<file path="src/rtl/sha256_blk_sequencer.sv">
// SHA256 block sequencer: gathers 16 FIFO words into a 512-bit block, launches the
// compression core (initial or chained hash) and reports busy/valid/full/error/count status.
`timescale 1ns/1ps
module sha256_blk_sequencer #(
    parameter bit AUTO_START  = 1'b1,
    parameter int TIMEOUT_CYC = 255,
    parameter int CNT_W       = 16
) (
    input  logic             clk_100mhz,
    input  logic             rstn_i,
    input  logic             ctrl_reset_i,
    input  logic             ctrl_start_i,
    input  logic [31:0]      fifo_data_i,
    input  logic             fifo_empty_i,
    output logic             fifo_rd_o,
    output logic [511:0]     core_blk_o,
    output logic             core_init_o,
    output logic             core_start_o,
    input  logic             core_busy_i,
    input  logic             core_done_i,
    output logic             sts_busy_o,
    output logic             sts_valid_o,
    output logic             sts_full_o,
    output logic             sts_err_o,
    output logic [CNT_W-1:0] blk_cnt_o,
    output logic [4:0]       word_cnt_o
);
    localparam logic [15:0] TMO_LOAD = 16'(TIMEOUT_CYC);

    typedef enum logic [2:0] {
        S_COLLECT,
        S_FULL,
        S_START,
        S_WAIT,
        S_DONE
    } state_t;

    state_t             r_state;
    state_t             w_state_nxt;
    logic [511:0]       r_blk;
    logic [4:0]         r_word_cnt;
    logic               r_first;
    logic               r_start_pend;
    logic               r_start_d;
    logic               r_valid;
    logic               r_err;
    logic [CNT_W-1:0]   r_blk_cnt;
    logic [15:0]        r_tmo;
    logic               w_pop;
    logic               w_start_rise;
    logic               w_tmo_expire;

    assign w_start_rise = ctrl_start_i & ~r_start_d;

    always_comb begin
        w_state_nxt  = r_state;
        w_pop        = 1'b0;
        w_tmo_expire = 1'b0;
        case (r_state)
            S_COLLECT: begin
                w_pop = !fifo_empty_i && (r_word_cnt < 5'd16);
                if (w_pop && (r_word_cnt == 5'd15))
                    w_state_nxt = S_FULL;
            end
            S_FULL: begin
                if ((AUTO_START || r_start_pend) && !core_busy_i)
                    w_state_nxt = S_START;
            end
            S_START: w_state_nxt = S_WAIT;
            S_WAIT: begin
                // A done in the last allowed cycle still counts as a completion.
                if (core_done_i) begin
                    w_state_nxt = S_DONE;
                end else if (r_tmo <= 16'd1) begin
                    w_tmo_expire = 1'b1;
                    w_state_nxt  = S_COLLECT;
                end
            end
            S_DONE:  w_state_nxt = S_COLLECT;
            default: w_state_nxt = S_COLLECT;
        endcase
    end

    always_ff @(posedge clk_100mhz or negedge rstn_i) begin
        if (!rstn_i)
            r_state <= S_COLLECT;
        else if (ctrl_reset_i)
            r_state <= S_COLLECT;
        else
            r_state <= w_state_nxt;
    end

    always_ff @(posedge clk_100mhz or negedge rstn_i) begin
        if (!rstn_i) begin
            r_blk        <= '0;
            r_word_cnt   <= '0;
            r_first      <= 1'b1;
            r_start_pend <= 1'b0;
            r_start_d    <= 1'b0;
            r_valid      <= 1'b0;
            r_err        <= 1'b0;
            r_blk_cnt    <= '0;
            r_tmo        <= '0;
        end else if (ctrl_reset_i) begin
            r_blk        <= '0;
            r_word_cnt   <= '0;
            r_first      <= 1'b1;
            r_start_pend <= 1'b0;
            // Keep tracking the level so a start held across the soft reset is not a new edge.
            r_start_d    <= ctrl_start_i;
            r_valid      <= 1'b0;
            r_err        <= 1'b0;
            r_blk_cnt    <= '0;
            r_tmo        <= '0;
        end else begin
            r_start_d <= ctrl_start_i;
            if (w_start_rise) begin
                if ((r_state == S_COLLECT) || (r_state == S_FULL))
                    r_start_pend <= 1'b1;
                else
                    r_err <= 1'b1;
            end
            case (r_state)
                S_COLLECT: begin
                    if (w_pop) begin
                        r_blk      <= {r_blk[479:0], fifo_data_i};
                        r_word_cnt <= r_word_cnt + 5'd1;
                    end
                end
                S_START: begin
                    r_start_pend <= 1'b0;
                    r_valid      <= 1'b0;
                    r_tmo        <= TMO_LOAD;
                end
                S_WAIT: begin
                    if (core_done_i) begin
                        r_valid   <= 1'b1;
                        r_blk_cnt <= r_blk_cnt + CNT_W'(1);
                        r_first   <= 1'b0;
                    end else if (w_tmo_expire) begin
                        r_err      <= 1'b1;
                        r_word_cnt <= '0;
                    end else begin
                        r_tmo <= r_tmo - 16'd1;
                    end
                end
                S_DONE:  r_word_cnt <= '0;
                default: ;
            endcase
        end
    end

    assign fifo_rd_o    = w_pop;
    assign core_blk_o   = r_blk;
    assign core_start_o = (r_state == S_START);
    assign core_init_o  = (r_state == S_START) && r_first;
    assign sts_busy_o   = (r_state == S_WAIT);
    assign sts_full_o   = (r_state == S_FULL);
    assign sts_valid_o  = r_valid;
    assign sts_err_o    = r_err;
    assign blk_cnt_o    = r_blk_cnt;
    assign word_cnt_o   = r_word_cnt;
endmodule
</file>
<file path="config.mk">
export PLATFORM = sky130hd
export DESIGN_NAME = sha256_blk_sequencer
export DESIGN_NICKNAME = d
export VERILOG_FILES = /design/src/rtl/sha256_blk_sequencer.sv
export SDC_FILE = /design/constraint.sdc
export NUM_CORES = 1
export LEC_CHECK = 0
export BUFFER_PORTS_ARGS = -buffer_cell sky130_fd_sc_hd__buf_4
export CAP_MARGIN = 20
export CORE_MARGIN = 2
export CORE_UTILIZATION = 44
export CTS_CLUSTER_DIAMETER = 120
export DETAILED_ROUTE_END_ITERATION = 16
export GPL_ROUTABILITY_DRIVEN = 0
export MAX_ROUTING_LAYER = met4
export PLACE_DENSITY = 0.76
export SLEW_MARGIN = 20
export SYNTH_ARGS = -nofsm -noshare
export SYNTH_HDL_FRONTEND = slang
export SYNTH_SLANG_ARGS = --single-unit
</file>
<file path="constraint.sdc">
create_clock -name clk_100mhz -period 2.6 [get_ports clk_100mhz]
set_input_delay 0.26 -clock clk_100mhz [delete_from_list [all_inputs] [get_ports clk_100mhz]]
set_output_delay 0.26 -clock clk_100mhz [all_outputs]
set_load 0.005 [all_outputs]
</file>
==> impl_metrics.toml, run 1 <==
[yosys]
yosysTopAreaCell = "dfrtp_1"
yosysWarningCount = 0
synth_top_family_by_area = "simple AND/OR/NAND/NOR gates"
synthAdderAreaFrac_pct = 0.2802
synth_edf_count = 0
ys_seq_area_share_pct = 62.32
yosysUniqueCellTypes = 57
synth_xor_area_share_pct = 0.4315
ys_seq_elements = 556
synth_mux_area_share_pct = 0.2746
synthTopCellsByArea = "dfrtp_1, nand2_1, a21oi_1"
avgSynthCellArea_sq_um = 8.978
yosys.area_share.simple_pct = 19.93
syn_nets = 2531
netlist_area_sq_um = 22330
synthCells = 2487
synth.top_cell.area_share_pct = 62.20
async_flop_share_pct = 100.0
synth_compound_area_share_pct = 13.49
yosys_most_used_dff = "dfrtp_1"

[detailed_routing]
wl_microns = 72650
drc = 0
drt_iter0_drc = 2285
vias = 20090
wire_per_inst_microns = 19.37
ant_nets = 0
post_drt_via_cell_ratio = 5.356
dr.pass1.iters = 7

[clock_network]
clk_latency_ns = 0.61
cts_max_level = 2
numClockSinks = 556
clkTransAtPathRegs_ns = 0.06
cts_tree = "yes"
cts-buffers-inserted = 57
root_buffer = "clkbuf_16"
cts_buffer_depth = 3

[worst_setup_path]
r2r_end = "r_tmo[13]"
startpoint = "r_state[0]"
cp-end-kind = "primary output"
r2r_cells = 7
rrSetupSlack_ns = 0.24
crit_type = "register to primary output"
cp_max_fo = 21
r2r_start = "r_tmo[6]"
worstPathArrival_ns = 2.19
required_ns = 2.34
cp-start-kind = "register"

[finish]
final_cell_mix = "nand2_1, buf_4, dfrtp_1, a21oi_1, clkbuf_16"
fin_util_pct = 59.25
drive_gt1_share_pct = 23.94
area_growth_pct = 33.13
antenna_cells = 0
nNetsFinal = 3075
final_common_cell = "nand2_1"
final.fill_count = 4137

[timing]
max_freq_ghz = 0.4084
worstMarginPinSlew_ns = 1.262
fin_crit_sh_pct = 94.18
finalHoldViolations = 0
whs_ns = 0.05500
setup_viol = 0
setup_tns_ns = 0
period_minus_slack_ns = 2.449
maxSlewViolCount = 0
rsz0062_at_grt = "no"
fin_skew_ns = 0.01811
worst_slack_ns = 0.1514
slew-limit-headroom_pct = 15.89

[placed_design]
place_ws_ns = 0.3126
dp_hpwl_microns = 50620
io_buffers = 578

[power_and_ir_drop]
power_density_nw_per_um2 = 602.5
power_mw = 17.91
p_leak_nw = 13.83
peakVddDrop_mv = 0.5267

[min_path]
min_delay_worst_endpoint = "r_state[2]"
hp-start = "core_done_i"
hp-class = "primary input to register"
holdPathStages = 2

[die]
initial_utilization_pct = 44.51
std_cell_rows = 82
die_w_microns = 229.3
die-area_sq_um = 52560
core_sq_um = 50170
ios = 579
die_h_microns = 229.3

[grt]
grt_remaining_overflow = 0
antenna_found_initial = 0
grt_pass1_vias = 19340
grt_max_degree = 230
grt_pass1_wl_microns = 112600
track_usage_pct = 27.94

[status]
status = "finished clean"

[job]
cap_violations = 0
## flip-flops by register name, indices dropped and copies added (netlist names)
signal	count
r_tmo	16
core_blk_o	512
r_start_d	1
sts_valid_o	1
blk_cnt_o	16
r_state	3
word_cnt_o	5
sts_err_o	1
r_first	1
## synth_stat cells, types with 3 or more instances
cell,number
and2_1,6
a311oi_1,3
nor3_1,4
xnor2_1,5
a21oi_1,529
inv_1,6
xor2_1,6
mux2i_1,5
a21o_1,5
nand2_1,1051
dfrtp_1,555
or4_1,4
nand3b_1,3
nand3_1,11
a2111oi_0,3
and4_1,4
ha_1,5
clkbuf_1,172
a22o_1,3
buf_1,10
nor2_1,30
o21ai_0,11
or3_1,10
## per-stage QoR
stage,std cells,area (sq um)
global placement,3609,27480
global route,3751,29730
CTS,3751,29720
finish,3751,29730
floorplan,2487,22330
detailed placement,3609,27480
## worst max-delay path by stage
stage,to,cells past startpoint,slack (ns)
6_report,fifo_rd_o,5,0.15
4_1_cts,fifo_rd_o,6,0.06
2_1_floorplan,word_cnt_o[2],6,0.55
3_3_place_gp,r_tmo[7],8,0.37
5_1_grt,fifo_rd_o,6,0.04
3_5_place_dp,r_tmo[13],7,0.31
## routing by layer
metal	GRT usage (%)	vias up	share of wire [%]
met5	-	-	0
met4	11.75	0	4.5
met3	8.317	154	9.7
met2	44.39	919	49
met1	33.26	9809	37
li1	-	9209	-
## cell families (layout without fill, tap and decap cells)
| logic type | Yosys count | after routing |
|---|---|---|
| compound gates | 577 | 577 |
| xor+xnor | 11 | 11 |
| fa+ha+maj | 5 | 5 |
| buf+inv | 193 | 785 |
| flops | 556 | 556 |
| mux | 6 | 6 |
| simple gates | 1139 | 1139 |
## cell type report
| class | instances | area (sq um) | area share, % |
|---|---|---|---|
| Clock inverter | 17 | 153.9 | 0.5177 |
| Timing Repair Buffer | 670 | 5358 | 18.02 |
| Clock buffer | 90 | 1733 | 5.830 |
| Tap cell | 672 | 840.8 | 2.829 |
| Inverter | 8 | 37.54 | 0.1263 |
| Sequential cell | 556 | 13920 | 46.82 |
| Multi-Input combinational cell | 1738 | 7686 | 25.86 |
## worst max-delay path: stages (launching register included)
cell and delay [ns]:
dfrtp_2 0.55, nand3b_1 0.30, buf_4 0.23, inv_8 0.17, buf_12 0.20, buf_4 0.13
## power breakdown
group	internal, mW	switching (mW)	leakage (nW)
registers	8.71	0.0598	7.73
clock network	4.77	3.39	0.931
logic	0.279	0.698	5.17
## repair_timing
item | 4_1_cts | 5_1_grt
gates resized for setup | 1 | 2
hold buffers | 35 | 0
setup buffers | 0 | 0
endpoints found under the setup margin | 1 | 1
endpoints found under the hold margin | 74 | 0
(Power assumes the default switching activity.)
==> run 2: changes to the inputs <==
- ABC_AREA: default -> 1
==> run 2 against run 1 <==
  * Register-to-register slack improved by 0.10 ns
  * Global-route usage increased by 0.15 points
  * Die area increased by 0.89%
  * Synthesized cell count decreased by 6.6%
  * Worst setup slack improved by 0.13 ns
  * Critical path depth increased by 1
  * Cell count decreased by 4.1%
  * Critical endpoint unchanged
  * Largest cell class unchanged
==> impl_metrics.toml, run 2 <==
[yosys]
avgSynthCellArea_sq_um = 9.699
synth_edf_count = 0
netlist_area_sq_um = 22530
ys_seq_area_share_pct = 61.76
synthTopCellsByArea = "dfrtp_1, nand2_1, nand3_1"
synthCells = 2323
ys_seq_elements = 556
yosysWarningCount = 0
yosysTopAreaCell = "dfrtp_1"
yosysUniqueCellTypes = 40
syn_nets = 2367
yosysMostFrequentCell = "dfrtp_1"
yosys-top-cells-count = "dfrtp_1, nand2_1, nand3_1, inv_1, o21ai_0"
yosys_most_used_dff = "dfrtp_1"
async_flop_share_pct = 100.0
synth.top_cell.area_share_pct = 61.64

[timing]
slew-limit-headroom_pct = 40.71
worstMarginPinSlew_ns = 0.8893
maxSlewViolCount = 0
fin_skew_ns = 0.02434
fin_crit_sh_pct = 89.03
setup_tns_ns = 0
whs_ns = 0.05979
max_freq_ghz = 0.4320
setup_viol = 0
rsz0062_at_grt = "no"
finalHoldViolations = 0
period_minus_slack_ns = 2.315

[die]
die_h_microns = 230.3
die-area_sq_um = 53030
core_sq_um = 50380
initial_utilization_pct = 44.73
ios = 579
die_w_microns = 230.3
std_cell_rows = 82

[clock_network]
clkTransAtPathRegs_ns = 0.06
cts_setup_buffers = 0
clk_latency_ns = 0.61
cts_tree = "yes"
numClockSinks = 556
cts_max_level = 2
cts_buffer_depth = 3
root_buffer = "clkbuf_16"
cts-buffers-inserted = 57

[min_path]
hp-class = "primary input to register"
hp-start = "core_done_i"

[grt]
grt_pass1_vias = 19320
track_usage_pct = 28.09
grt_max_degree = 111
grt_pass1_wl_microns = 113400
grt_remaining_overflow = 0
antenna_found_initial = 1

[worst_setup_path]
startpoint = "r_state[0]"
slowest_delay_ns = 0.44
crit_slowest_cell = "dfrtp_1"
path_cells = "inv_2, nand2_2, nor2_4, nand2_8, inv_8, buf_4"
cp-start-kind = "register"
cp_max_fo = 54
r2r_start = "r_state[0]"
path_buf_inv = 3
cp-end-kind = "primary output"
crit_family = "buffers and inverters"
worstPathArrival_ns = 2.05
required_ns = 2.34
crit_type = "register to primary output"

[detailed_routing]
ant_nets = 0
wire_per_inst_microns = 20.46
dr.pass1.iters = 6
drc = 0
post_drt_via_cell_ratio = 5.453
drt_iter0_drc = 1819
vias = 19620
wl_microns = 73600

[power_and_ir_drop]
switching_power_mw = 6.092
p_sw_share_pct = 28.97
seqPwrFrac_pct = 43.5
p_int_mw = 14.94
pwr-share-clk_pct = 40.8
peakVddDrop_mv = 0.6154
power_mw = 21.03
pwr-share-comb_pct = 15.7
p_leak_nw = 14.88
power_density_nw_per_um2 = 707.8

[finish]
final_cell_mix = "buf_4, dfrtp_1, nand2_1, nand3_1, inv_1"
nNetsFinal = 2922
final_common_cell = "buf_4"
largest_reg_flops = 512
fin_cells = 3597
drive_gt1_share_pct = 25.14
area_growth_pct = 31.85
fin_area_sq_um = 29710

[placed_design]
io_buffers = 578
dp_cells = 3457
place_area_sq_um = 27390
dp_hpwl_microns = 50950

[status]
status = "finished clean"

[job]
cap_violations = 0
-- run 2: cell count changes after synthesis, sizes merged, moves of 122 or more --
| cell | before | now |
|---|---|---|
| nand2 | 1051 | 474 |
| a21oi | 530 | 5 |
| nand3 | 11 | 304 |
| inv | 7 | 297 |
| o21ai | 13 | 216 |
| o31ai | 1 | 133 |
| clkbuf | 172 | 50 |
-- run 2: power groups by stage --
stage	registers, mW	logic, mW	clock network (mW)
5_1_grt	9.17	3.55	9.07
3_5_place_dp	9.29	3.21	0
4_1_cts	9.14	3.26	8.70
3_3_place_gp	9.28	3.14	0
2_1_floorplan	9.24	2.12	0
6_report	9.15	3.30	8.58
-- run 2: cells by family (layout without fill, tap and decap cells) --
family / count (synthesis) / in the layout / synth area share [%]
simple gates: 843 / 843 / 16.12
xor+xnor: 7 / 7 / 0.2721
other cells: 0 / 1 / 0
flops: 556 / 556 / 61.76
buf+inv: 459 / 1060 / 9.251
fa+ha+maj: 5 / 5 / 0.2777
compound gates: 453 / 453 / 12.33
-- run 2: layer usage --
metal | vias up | part of all wire [%] | global-route usage (%)
met5 | - | 0 | -
met4 | 0 | 3.4 | 9.577
met3 | 142 | 9.9 | 7.974
met2 | 997 | 49 | 44.59
met1 | 9681 | 38 | 34.61
li1 | 8796 | - | -
-- run 2: timing repair --
action                                  CTS  global route
gates resized for setup                   0             0
endpoints found under the setup margin    0             1
hold buffers                             35             0
endpoints found under the hold margin    84             0
-- run 2: stage by stage --
step	util [%]	setup slack, ns
global placement	54.36	0.4902
finish	58.97	0.2851
detailed placement	54.36	0.4361
CTS	58.98	0.08036
global route	58.97	0.1891
floorplan	-	0.9892
-- run 2: path summary, 6_finish.rpt --
path,endpoint,slack [ns],cells past startpoint
max in group asynchronous,core_blk_o[481],1.48,3
worst min register to register,r_first,0.48,2
worst min-delay path,sts_err_o,0.06,4
min in group asynchronous,core_blk_o[2],0.18,2
worst max-delay path,fifo_rd_o,0.29,6
worst max register to register,word_cnt_o[4],0.34,11
-- run 2: worst register-to-register path, cell delays in order, from the launching register on --
cell,delay (ns)
dfrtp_1,0.44
inv_2,0.09
nand2_2,0.11
nor2_4,0.06
nand2_8,0.13
buf_4,0.66
nand3_1,0.19
nand2_1,0.12
inv_1,0.05
nand2_1,0.15
nand2_1,0.08
o21ai_1,0.09
-- run 2: area by class of cell --
type	count	area, sq um
inverters	297	1137
fillers	4144	20670
repair buffers	658	5276
well taps	672	840.8
diodes	1	2.502
clock inverters	28	384.1
clock buffers	77	1593
flip-flops and latches	556	13910
multi-input cells	1308	6560
==> run 3: changes to the inputs <==
- clock period: 2.6 -> 2.55 ns (I/O delays scaled with it)
==> run 3 against run 2 <==
  * Register-to-register slack improved by 0.09 ns
  * Global-route usage is 0.43 points higher
  * Die area did not move
  * Clock skew fell by 0.0060 ns
  * Sequential power up 2%
  * Sequential share of layout area is essentially flat
  * Non-clock buffer count up 8
  * Flip-flop and latch count did not move
  * Worst setup slack lost 0.13 ns
  * First-iteration DRC count increased by 4.9%
  * Final area about the same
==> impl_metrics.toml, run 3 (same netlist as run 2, synthesis figures left out) <==
[min_path]
hp-class = "primary input to register"

[timing]
setup_viol = 0
maxSlewViolCount = 0
period_minus_slack_ns = 2.392
finalHoldViolations = 0
slew-limit-headroom_pct = 21.05
max_freq_ghz = 0.4180
worstMarginPinSlew_ns = 1.184
setup_tns_ns = 0
fin_skew_ns = 0.01834
fin_crit_sh_pct = 93.81
worst_slack_ns = 0.1578
rsz0062_at_grt = "no"

[finish]
fin_util_pct = 58.95
largest_reg_flops = 512
nNetsFinal = 2929
final_cell_mix = "buf_4, dfrtp_1, nand2_1, nand3_1, inv_1"
drive_gt1_share_pct = 25.22
final_common_cell = "buf_4"
area_growth_pct = 31.79

[worst_setup_path]
cp-end-kind = "primary output"
worstPathArrival_ns = 2.14
rrSetupSlack_ns = 0.43
path_cells = "inv_2, nand2_2, nor2_4, nand2_8, clkinv_8, buf_16, buf_4"
slowest_delay_ns = 0.45
cp-start-kind = "register"
cp_max_fo = 25
crit_slowest_cell = "dfrtp_1"
crit_type = "register to primary output"
required_ns = 2.30

[die]
core_sq_um = 50380
die_h_microns = 230.3
die-area_sq_um = 53030
ios = 579
std_cell_rows = 82
initial_utilization_pct = 44.73
die_w_microns = 230.3

[detailed_routing]
drt_iter0_drc = 1909
drc = 0
ant_nets = 0
wire_per_inst_microns = 20.79
dr.pass1.iters = 5
wl_microns = 74900
vias = 19850
post_drt_via_cell_ratio = 5.509

[placed_design]
io_buffers = 578
dp_hpwl_microns = 51570
place_ws_ns = 0.4561

[grt]
grt_use_met3_pct = 7.354
track_usage_pct = 28.53
busiest_layer = "met2"
grt_remaining_overflow = 0
met1_usage_pct = 35.15
antenna_found_initial = 1
met2_usage_pct = 45.50
grt_pass1_vias = 19850
grt_max_degree = 196
grt_pass1_wl_microns = 115300

[clock_network]
cts_max_level = 2
cts-buffers-inserted = 56
clkTransAtPathRegs_ns = 0.06
root_buffer = "clkbuf_16"
clk_latency_ns = 0.60
numClockSinks = 556
cts_buffer_depth = 3
cts_tree = "yes"

[job]
cap_violations = 0

[status]
status = "finished clean"

[power_and_ir_drop]
peakVddDrop_mv = 0.5277
p_leak_nw = 14.90
power_density_nw_per_um2 = 711.6
power_mw = 21.13
## run 3: changes by cell type in the layout (fill, tap and decap cells not counted), sizes merged
cell      previous run  this run
buf                623       630
bufinv               8         4
clkbuf              77        86
clkinv              12        10
clkinvlp             5         2
inv                300       299
## run 3: layout make-up
type,count,area (sq um)
clock inverters,18,214.0
diodes,1,2.502
multi-input cells,1308,6560
inverters,297,1142
clock buffers,85,1672
well taps,672,840.8
repair buffers,666,5349
flip-flops and latches,556,13910
fillers,4117,20680
## run 3: through the flow
step	cell area, sq um	hold slack, ns	cells
after floorplan	22530	-0.04059	2323
after global placement	27420	0.2087	3463
after detailed placement	27420	0.2132	3463
after CTS	29660	0.02871	3601
after global routing	29690	0.06219	3603
final	29690	0.06199	3603
## run 3: timing repair
item                                   in CTS  in global routing
setup endpoints to repair                   1                  1
hold buffers                               35                  0
gates cloned                                0                  1
endpoints found under the hold margin     111                  0
resized for setup                           1                  1
setup buffers                               0                  0
## run 3: path summary, 6_finish.rpt
path	start	endpoint	cells past startpoint
worst max-delay path	r_state[0]	fifo_rd_o	7
worst min-delay path	ctrl_reset_i	core_blk_o[256]	4
worst max register to register	r_state[0]	core_blk_o[271]	9
worst min register to register	core_blk_o[482]	core_blk_o[482]	2
max in group asynchronous	rstn_i	core_blk_o[232]	3
min in group asynchronous	rstn_i	core_blk_o[5]	2
## run 3: where the power goes
part	internal [mW]	switching [mW]
sequential	9.06	0.272
combinational	0.985	2.45
clock	4.92	3.45
total	15.0	6.16
## run 3: worst max-delay path, delay by kind of cell (launching register included)
kind	cells	cell delay (ns)
buffers and inverters	4	0.65
flip-flops	1	0.45
AND/OR/NAND/NOR	3	0.38
## run 3: layer usage
metal,wire (microns),vias up
li1,-,8827
met1,28600,9844
met2,36100,996
met3,7312,182
met4,2884,0
met5,0,-
